File: src/rtl/pwm_wr_if.sv
// Write port of pwm_gen: staged duty/period updates with an error pulse back.
interface pwm_wr_if #(
  parameter int unsigned WIDTH = 8,
  parameter int unsigned SEL_W = 3
);
  logic             wr_valid;
  logic [SEL_W-1:0] wr_sel;
  logic [WIDTH-1:0] wr_data;
  logic             wr_err;

  modport master (output wr_valid, output wr_sel, output wr_data, input wr_err);
  modport slave  (input wr_valid, input wr_sel, input wr_data, output wr_err);
endinterface

File: src/rtl/pwm_gen.sv
// Multi-channel PWM generator sharing one counter, with staged/shadow period and duty
// registers so that updates only take effect on a period boundary.
module pwm_gen #(
  parameter int unsigned         WIDTH        = 8,
  parameter int unsigned         CHANNELS     = 4,
  parameter logic [CHANNELS-1:0] POLARITY     = '0,
  parameter int unsigned         RESET_PERIOD = 19,
  parameter int unsigned         RESET_DUTY   = 2
) (
  input  logic                clk1ms,
  input  logic                reset,
  input  logic                enable,
  pwm_wr_if.slave             wr,
  output logic [CHANNELS-1:0] pwm_out,
  output logic [WIDTH-1:0]    counter,
  output logic                period_start,
  output logic [1:0]          state
);

  localparam int unsigned SelW = $clog2(CHANNELS + 1);
  localparam logic [SelW-1:0] SelPeriod = SelW'(CHANNELS);
  localparam logic [WIDTH-1:0] RstPeriod = WIDTH'(RESET_PERIOD);
  localparam logic [WIDTH-1:0] RstDuty = WIDTH'(RESET_DUTY);

  typedef enum logic [1:0] {
    StIdle  = 2'b00,
    StRun   = 2'b01,
    StDrain = 2'b10
  } state_e;

  state_e              state_q, state_d;
  logic [WIDTH-1:0]    counter_q, counter_d;
  logic [WIDTH-1:0]    staged_period_q, staged_period_d;
  logic [WIDTH-1:0]    shadow_period_q, shadow_period_d;
  logic [WIDTH-1:0]    staged_duty_q [CHANNELS];
  logic [WIDTH-1:0]    staged_duty_d [CHANNELS];
  logic [WIDTH-1:0]    shadow_duty_q [CHANNELS];
  logic [WIDTH-1:0]    shadow_duty_d [CHANNELS];
  logic [CHANNELS-1:0] pwm_q, pwm_d;
  logic                start_q, start_d;
  logic                err_q, err_d;
  logic                wrap;
  logic                load;

  always_ff @(posedge clk1ms or posedge reset) begin
    if (reset) begin
      state_q         <= StIdle;
      counter_q       <= '0;
      staged_period_q <= RstPeriod;
      shadow_period_q <= RstPeriod;
      for (int i = 0; i < CHANNELS; i++) begin
        staged_duty_q[i] <= RstDuty;
        shadow_duty_q[i] <= RstDuty;
      end
      pwm_q   <= POLARITY;
      start_q <= 1'b0;
      err_q   <= 1'b0;
    end else begin
      state_q         <= state_d;
      counter_q       <= counter_d;
      staged_period_q <= staged_period_d;
      shadow_period_q <= shadow_period_d;
      for (int i = 0; i < CHANNELS; i++) begin
        staged_duty_q[i] <= staged_duty_d[i];
        shadow_duty_q[i] <= shadow_duty_d[i];
      end
      pwm_q   <= pwm_d;
      start_q <= start_d;
      err_q   <= err_d;
    end
  end

  always_comb begin
    staged_period_d = staged_period_q;
    shadow_period_d = shadow_period_q;
    staged_duty_d   = staged_duty_q;
    shadow_duty_d   = shadow_duty_q;
    state_d         = state_q;
    counter_d       = counter_q;
    pwm_d           = POLARITY;
    start_d         = 1'b0;

    wrap = (state_q != StIdle) && (counter_q == shadow_period_q);
    load = (state_q == StIdle) || wrap;

    // Shadows sample the pre-write staged values, so a write on the wrap cycle
    // only becomes visible one period later.
    if (load) begin
      shadow_period_d = staged_period_q;
      shadow_duty_d   = staged_duty_q;
    end

    if (wr.wr_valid) begin
      if (wr.wr_sel == SelPeriod) begin
        staged_period_d = wr.wr_data;
      end
      for (int i = 0; i < CHANNELS; i++) begin
        if (wr.wr_sel == SelW'(i)) begin
          staged_duty_d[i] = wr.wr_data;
        end
      end
    end
    err_d = wr.wr_valid && (wr.wr_sel > SelPeriod);

    unique case (state_q)
      StIdle:  state_d = enable ? StRun : StIdle;
      StRun:   state_d = enable ? StRun : StDrain;
      StDrain: state_d = enable ? StRun : (wrap ? StIdle : StDrain);
      default: state_d = StIdle;
    endcase

    if (state_q == StIdle || state_d == StIdle || wrap) begin
      counter_d = '0;
    end else begin
      counter_d = counter_q + WIDTH'(1);
    end

    // Outputs are registered against the next counter value so they line up
    // with the counter cycle they describe.
    if (state_d != StIdle) begin
      for (int i = 0; i < CHANNELS; i++) begin
        pwm_d[i] = (counter_d < shadow_duty_d[i]) ^ POLARITY[i];
      end
      start_d = (counter_d == '0);
    end
  end

  assign pwm_out      = pwm_q;
  assign counter      = counter_q;
  assign period_start = start_q;
  assign state        = state_q;
  assign wr.wr_err    = err_q;

endmodule
File: src/flat_wrapper.sv
// flat-port wrapper written by rule: the top's interface ports become plain ports
module pwm_gen_flat 
#(
  parameter int unsigned         WIDTH        = 8,
  parameter int unsigned         CHANNELS     = 4,
  parameter logic [CHANNELS-1:0] POLARITY     = '0,
  parameter int unsigned         RESET_PERIOD = 19,
  parameter int unsigned         RESET_DUTY   = 2
)
  (clk1ms, reset, enable, pwm_out, counter, period_start, state, wr_wr_valid, wr_wr_sel, wr_wr_data, wr_wr_err);
  pwm_wr_if #(.WIDTH(WIDTH)) wr_i ();
  input  logic clk1ms;
  input  logic reset;
  input  logic enable;
  output logic [CHANNELS-1:0] pwm_out;
  output logic [WIDTH-1:0] counter;
  output logic period_start;
  output logic [1:0] state;
  input wire logic [$bits(wr_i.wr_valid)-1:0] wr_wr_valid;
  input wire logic [$bits(wr_i.wr_sel)-1:0] wr_wr_sel;
  input wire logic [$bits(wr_i.wr_data)-1:0] wr_wr_data;
  output wire logic [$bits(wr_i.wr_err)-1:0] wr_wr_err;
  assign wr_i.wr_valid = wr_wr_valid;
  assign wr_i.wr_sel = wr_wr_sel;
  assign wr_i.wr_data = wr_wr_data;
  assign wr_wr_err = wr_i.wr_err;
  pwm_gen #(.WIDTH(WIDTH), .CHANNELS(CHANNELS), .POLARITY(POLARITY), .RESET_PERIOD(RESET_PERIOD), .RESET_DUTY(RESET_DUTY)) u_core (.clk1ms(clk1ms), .reset(reset), .enable(enable), .wr(wr_i), .pwm_out(pwm_out), .counter(counter), .period_start(period_start), .state(state));
endmodule
File: config.mk
export PLATFORM = sky130hd
export DESIGN_NAME = pwm_gen_flat
export DESIGN_NICKNAME = d
export VERILOG_FILES = /design/src/rtl/pwm_wr_if.sv /design/src/rtl/pwm_gen.sv /design/src/flat_wrapper.sv
export SDC_FILE = /design/constraint.sdc
export NUM_CORES = 1
export LEC_CHECK = 0
export CORE_MARGIN = 10
export CORE_UTILIZATION = 35
export DETAILED_ROUTE_END_ITERATION = 8
export GPL_ROUTABILITY_DRIVEN = 0
export PLACE_DENSITY = 0.56
export SYNTH_ARGS = -nofsm -noshare
export SYNTH_HDL_FRONTEND = slang
export SYNTH_SLANG_ARGS = --single-unit
File: constraint.sdc
create_clock -name clk1ms -period 4.15 [get_ports clk1ms]
set_clock_uncertainty 0.2 [all_clocks]
set_input_delay 0.6225 -clock clk1ms [delete_from_list [all_inputs] [get_ports clk1ms]]
set_output_delay 0.6225 -clock clk1ms [all_outputs]
set_load 0.01 [all_outputs]
# ---- Yosys cells after proc, flatten, opt, wreduce, memory -nomap -nowiden
# Cells that the tools add are included.
dict set report totals {
  register_bits 96
  inputBits 15
  wordCells 53
}
dict set report classes {
  n_addsub 1
  order_cmp 5
  eq_ne 7
  n_mux 9
  reduce_logical 16
}
# operator n
set ops {}
lappend ops {{$lt 8x8->1} 4}
lappend ops {{$mux 32} 1}
lappend ops {{$reduce_and 2->1} 5}
lappend ops {{$add 8x1->8 const B} 1}
lappend ops {{$eq 8x8->1} 1}
lappend ops {{$logic_not 8->1} 1}
lappend ops {{$mux 8} 1}
lappend ops {{$eq 3x2->1 const B} 2}
lappend ops {{$mux 2} 3}
lappend ops {{$pmux 2 s3} 1}
lappend ops {{$logic_not 2->1} 2}
lappend ops {{$mux 4} 1}
lappend ops {{$reduce_bool 2->1} 2}
lappend ops {{$eq 3x1->1 const B} 1}
lappend ops {{$eq 3x3->1 const B} 1}
lappend ops {{$gt 3x3->1 const B} 1}
lappend ops {{$logic_not 3->1} 1}
lappend ops {{$logic_or 1x1->1} 3}
lappend ops {{$eq 2x1->1 const B} 1}
lappend ops {{$eq 2x2->1 const B} 1}
lappend ops {{$logic_and 1x1->1} 2}
lappend ops {{$mux 1} 2}

# ---- Depth between registers and ports, before layout
dict set report logic_depth {
  ltp_word 11
  mapped_depth 13
}

# ---- Worst setup path before layout
# Ideal clock, no wire load.
dict set report synth_path {
  kind {reg2reg}
  start {reg u_core.counter_q[5], in the netlist u_core.counter[5]}
  end {reg u_core.pwm_q[3], in the netlist u_core.pwm_out[3]}
  setup_ns 0.094
  t_arrival_ns 2.622
  required_time_ns 3.856
  path_slack_ns 1.234
  stages_incl_launch_ff 13
  path_cell_list {dfrtp_1 -> buf_2 -> xor2_1 -> nor4_4 -> nand2_1 -> o21ai_1 -> nor2_1 -> ha_1 -> a21o_1 -> a21o_1 -> a21oi_1 -> nand2_1 -> a211oi_1}
}
dict set report synth_via {
  elab_chain_len 11
}
# element line
set synth_lines {}
lappend synth_lines {{from (decl)} pwm_gen.sv:32} ;# logic [WIDTH-1:0] counter_q, counter_d;
lappend synth_lines {{from (signal assigned)} pwm_gen.sv:60} ;# counter_q <= counter_d;
lappend synth_lines {{$eq 8x8->1} pwm_gen.sv:83} ;# wrap = (state_q != StIdle) && (counter_q == shadow_period_q);
lappend synth_lines {{$logic_and 1x1->1} pwm_gen.sv:83}
lappend synth_lines {{$mux 2 (2 in a row)} pwm_gen.sv:108} ;# StDrain: state_d = enable ? StRun : (wrap ? StIdle : StDrain);
lappend synth_lines {{$pmux 2 s3} pwm_gen.sv:105} ;# unique case (state_q)
lappend synth_lines {{$logic_not 2->1} pwm_gen.sv:112} ;# if (state_q == StIdle || state_d == StIdle || wrap) begin
lappend synth_lines {{$logic_or 1x1->1 (2 in a row)} pwm_gen.sv:112}
lappend synth_lines {{$mux 8 (*)} pwm_gen.sv:112}
lappend synth_lines {{net u_core.counter_d[5]} pwm_gen.sv:32}
lappend synth_lines {{$lt 8x8->1 (*)} pwm_gen.sv:122} ;# pwm_d[i] = (counter_d < shadow_duty_d[i]) ^ POLARITY[i];
lappend synth_lines {{$mux 4 (*)} pwm_gen.sv:120} ;# if (state_d != StIdle) begin
lappend synth_lines {{net u_core.pwm_d[3]} pwm_gen.sv:39} ;# logic [CHANNELS-1:0] pwm_q, pwm_d;
lappend synth_lines {{to (signal assigned)} pwm_gen.sv:67} ;# pwm_q <= pwm_d;
lappend synth_lines {{to (decl)} pwm_gen.sv:39}
# The timed path passes the listed nets; every way through them passes the cells marked *.
# A chain may end at the register's enable or synchronous reset.

# ---- Worst setup path after layout
dict set report layout_path {
  start {reg u_core.counter_q[1], in the netlist u_core.counter[1]}
  end {reg u_core.pwm_q[0], in the netlist u_core.pwm_out[0]}
}
dict set report layout_via {
  elab_chain_len 11
}
# element line
set layout_lines {}
lappend layout_lines {{$eq 8x8->1} pwm_gen.sv:83}
lappend layout_lines {{$logic_and 1x1->1} pwm_gen.sv:83}
lappend layout_lines {{$mux 2 (2 in a row)} pwm_gen.sv:108}
lappend layout_lines {{$pmux 2 s3} pwm_gen.sv:105}
lappend layout_lines {{$logic_not 2->1} pwm_gen.sv:112}
lappend layout_lines {{$logic_or 1x1->1 (2 in a row)} pwm_gen.sv:112}
lappend layout_lines {{$mux 8} pwm_gen.sv:112}
lappend layout_lines {{$lt 8x8->1} pwm_gen.sv:122}
lappend layout_lines {{$mux 4 (*)} pwm_gen.sv:120}
lappend layout_lines {{net u_core.pwm_d[0]} pwm_gen.sv:39}
# Marks and branches as above.

==> impl_metrics.env <==
export IMPL_status="finished clean"
export IMPL_register_area_um2=2420
export IMPL_end_kind="flop"
export IMPL_cts_tree="built"
export IMPL_layout_commonest_cell="dfrtp_1"
export IMPL_max_slew_worst_pin_slew_ns=1.081
export IMPL_grt_max_degree=58
export IMPL_layout_min_cycle_time_ns=3.158
export IMPL_min_path_type="flop to flop"
export IMPL_finish_utilization=0.4252
export IMPL_layout_common_cells="dfrtp_1 (82), mux2_2 (48), clkdlybuf4s50_1 (30)"
export IMPL_via_per_inst=4.867
export IMPL_area_growth_pct=18.17
export IMPL_rsz0062_at_grt="false"
export IMPL_row_count=41
export IMPL_slew_headroom=0.2757
export IMPL_drv_slew=0
export IMPL_clock_path_buffers=2
export IMPL_antenna_found_initial=0
export IMPL_root_buffer="clkbuf_16"
export IMPL_drtAntennaViolNets=0
export IMPL_vias=2789
export IMPL_drive_above_1_share=0.2444
export IMPL_die_area_um2=17990
export IMPL_remaining_drc_errors=0
export IMPL_syn_inst=360
export IMPL_wl_per_cell_um=17.10
export IMPL_clock_latency_ns=0.35
export IMPL_cts_sinks=96
export IMPL_total_leakage_power_nw=2.618
export IMPL_nFillCells=1202
export IMPL_first_global_vias=2978
export IMPL_start_util=0.3598
export IMPL_synth_seq_cells=96
export IMPL_grt_pass1_wl_mm=15.97
export IMPL_p_per_area_nw_per_um2=556.8
export IMPL_min_from="u_core.shadow_duty_q[8]$_DFF_PP0_"
export IMPL_die_w_um=134.1
export IMPL_r2r_setup_slack_ns=0.99
export IMPL_finalPower_mw=3.000
export IMPL_reg2reg_depth=11
export IMPL_r2r_start="u_core.counter[1]$_DFF_PP0_"
export IMPL_n_antenna_cell=0
export IMPL_maxCapViolations=0
export IMPL_synth_seq_area_share=0.5307
export IMPL_synth_fp_nets=404
export IMPL_criticalPathCategory="flop to flop"
export IMPL_setup_viol=0
export IMPL_routed_wl_mm=9.800
export IMPL_core_area_um2=12670
export IMPL_firstDrtPassIters=4
export IMPL_cp_startpoint="u_core.counter[1]$_DFF_PP0_"
export IMPL_post_route_period_util=0.7609
export IMPL_multi_input_area_um2=1966
export IMPL_r2r_end="u_core.pwm_out[0]$_DFF_PP0_"
export IMPL_drt_iter0_drc=133
export IMPL_grt_usage=0.1157
export IMPL_cts_buffers=9
export IMPL_worst_hold_path_endpoint="u_core.shadow_duty_q[8]$_DFF_PP0_"
export IMPL_design_portCount=31
export IMPL_overflow=0
export IMPL_synth_area_um2=4559
export IMPL_portBuffers=30
export IMPL_worstPathArrival_ns=3.22
export IMPL_final_nets=440
export IMPL_netlist_cell_type_count=40
export IMPL_min_delay_path_depth=2
export IMPL_vdd_ir_drop_max_uv=265.2
export IMPL_ys_warnings_count=0
export IMPL_postCtsSetupBuffers=0
export IMPL_worst_ep_required_time_ns=4.21
export IMPL_path_max_fanout=48
export IMPL_hold_viol=0
export IMPL_dp_hpwl_mm=7.197
export IMPL_clk_pin_slew_worst_paths_ns=0.06
export IMPL_htree_levels=3
export IMPL_die_height_um=134.1
export IMPL_avgSynthCellArea_um2=12.66
export IMPL_timing_fmax_mhz=316.7
export IMPL_fin_setup_tns_ns=0
export IMPL_holdBufCountCts=0
export IMPL_ctsResizeCount=0
export IMPL_startpoint_type="flop"
-- worst max path at each step --
| stage | end | slack [ns] | depth (start not counted) |
|---|---|---|---|
| 6_report | u_core.pwm_out[0]$_DFF_PP0_ | 0.99 | 11 |
| 5_1_grt | u_core.pwm_out[3]$_DFF_PP0_ | 0.67 | 12 |
| 4_1_cts | u_core.pwm_out[0]$_DFF_PP0_ | 0.98 | 12 |
| 3_5_place_dp | u_core.pwm_out[0]$_DFF_PP0_ | 0.99 | 12 |
| 3_3_place_gp | u_core.pwm_out[0]$_DFF_PP0_ | 1.02 | 12 |
| 2_1_floorplan | u_core.counter[0]$_DFF_PP0_ | 0.85 | 1 |
-- state kept, by name, indices dropped and copies added, names as in the netlist --
register                flops
u_core.period_start         1
u_core.staged_period_q      8
u_core.staged_duty_q       32
u_core.pwm_out              4
u_core.shadow_period_q      8
u_core.counter              8
u_core.shadow_duty_q       32
u_core.state                2
u_core.wr.wr_err            1
-- cells by family after synthesis --
| family | Yosys count | share of synthesized area |
|---|---|---|
| xor gates and xnor gates | 16 | 0.03073 |
| buffers and inverters | 41 | 0.03979 |
| adders and majority gates | 29 | 0.07958 |
| muxes | 76 | 0.1841 |
| DFF | 96 | 0.5307 |
| AOI/OAI and AO/OA | 39 | 0.05818 |
| and+or+nand+nor | 63 | 0.07684 |
-- through the flow --
step,area [um^2],hold WS (ns),setup slack (ns),instances
4_1_cts,5388,0.2882,0.9770,573
3_3_place_gp,5070,0.2656,1.018,557
2_1_floorplan,4559,0.2457,0.8453,360
5_1_grt,5388,0.3151,0.6659,573
3_5_place_dp,5070,0.2705,0.9944,557
6_report,5388,0.2862,0.9923,573
-- final cells by class --
type / instances / share of cell area
clock buffers: 13 / 0.05016
well taps: 172 / 0.03994
multi-input cells: 223 / 0.3648
clock inverters: 3 / 0.008825
repair buffers: 35 / 0.06503
flip-flops and latches: 96 / 0.4491
inverters: 31 / 0.02206
-- per-layer routing --
layer / GRT usage / routed length (um) / part of all wire / vias up
met4: 0.05018 / 170 / 0.017 / 0
met1: 0.1498 / 4787 / 0.49 / 1405
met2: 0.1754 / 4455 / 0.45 / 39
li1: - / - / - / 1329
met5: 0 / 0 / 0 / -
met3: 0.03435 / 387 / 0.039 / 16
-- worst max-delay path, cell delays in order, from the launching register on --
cell and delay [ns]:
dfrtp_1 0.47, xor2_1 0.20, nor4_2 0.41, a21oi_4 0.11, buf_12 0.20, mux2i_1 0.37, ha_1 0.31, a21o_1 0.16
a21o_1 0.17, a21oi_1 0.14, nand2_1 0.07, a211oi_1 0.21
-- report_power, final --
| part | total, mW | leakage (nW) | internal [mW] | switching [mW] |
|---|---|---|---|---|
| clock network | 0.869 | 0.156 | 0.520 | 0.350 |
| logic | 0.768 | 1.31 | 0.363 | 0.404 |
| registers | 1.36 | 1.15 | 1.23 | 0.132 |
| total | 3.00 | 2.62 | 2.11 | 0.886 |
-- synth_stat cells --
| master | instances | area (um^2) |
|---|---|---|
| dfrtp_1 | 82 | 2052 |
| mux2_2 | 48 | 540.5 |
| ha_1 | 29 | 362.9 |
| inv_1 | 26 | 97.59 |
| mux2i_1 | 23 | 230.2 |
| nand2_1 | 17 | 63.81 |
| dfstp_2 | 14 | 367.9 |
| nor2_1 | 13 | 48.80 |
| xor2_1 | 10 | 87.58 |
| a21o_1 | 9 | 67.56 |
| a21oi_1 | 9 | 45.04 |
| nor2b_1 | 7 | 43.79 |
| a31oi_1 | 6 | 37.54 |
| xnor2_1 | 6 | 52.55 |
| inv_2 | 5 | 18.77 |
| mux2i_2 | 5 | 68.82 |
| a211oi_1 | 4 | 30.03 |
| and3_1 | 4 | 25.02 |
| and4_1 | 4 | 35.03 |
| buf_2 | 4 | 20.02 |
| nand2b_1 | 4 | 25.02 |
| nand4_1 | 4 | 25.02 |
| o21ai_0 | 4 | 20.02 |
| nand3_1 | 3 | 15.01 |
| buf_4 | 2 | 15.01 |
| buf_6 | 2 | 22.52 |
| clkbuf_1 | 2 | 7.510 |
| nor3_1 | 2 | 10.01 |
| a21boi_0 | 1 | 7.510 |
| a21oi_2 | 1 | 8.760 |
| a221o_1 | 1 | 10.01 |
| a221oi_2 | 1 | 15.01 |
| and2_1 | 1 | 6.260 |
| and3b_1 | 1 | 8.760 |
| nor3_2 | 1 | 10.01 |
| nor4_2 | 1 | 12.51 |
| nor4_4 | 1 | 21.27 |
| o211a_1 | 1 | 10.01 |
| o21ai_1 | 1 | 5.000 |
| o41ai_1 | 1 | 8.760 |
No activity file was read; power rests on OpenSTA's default activity.
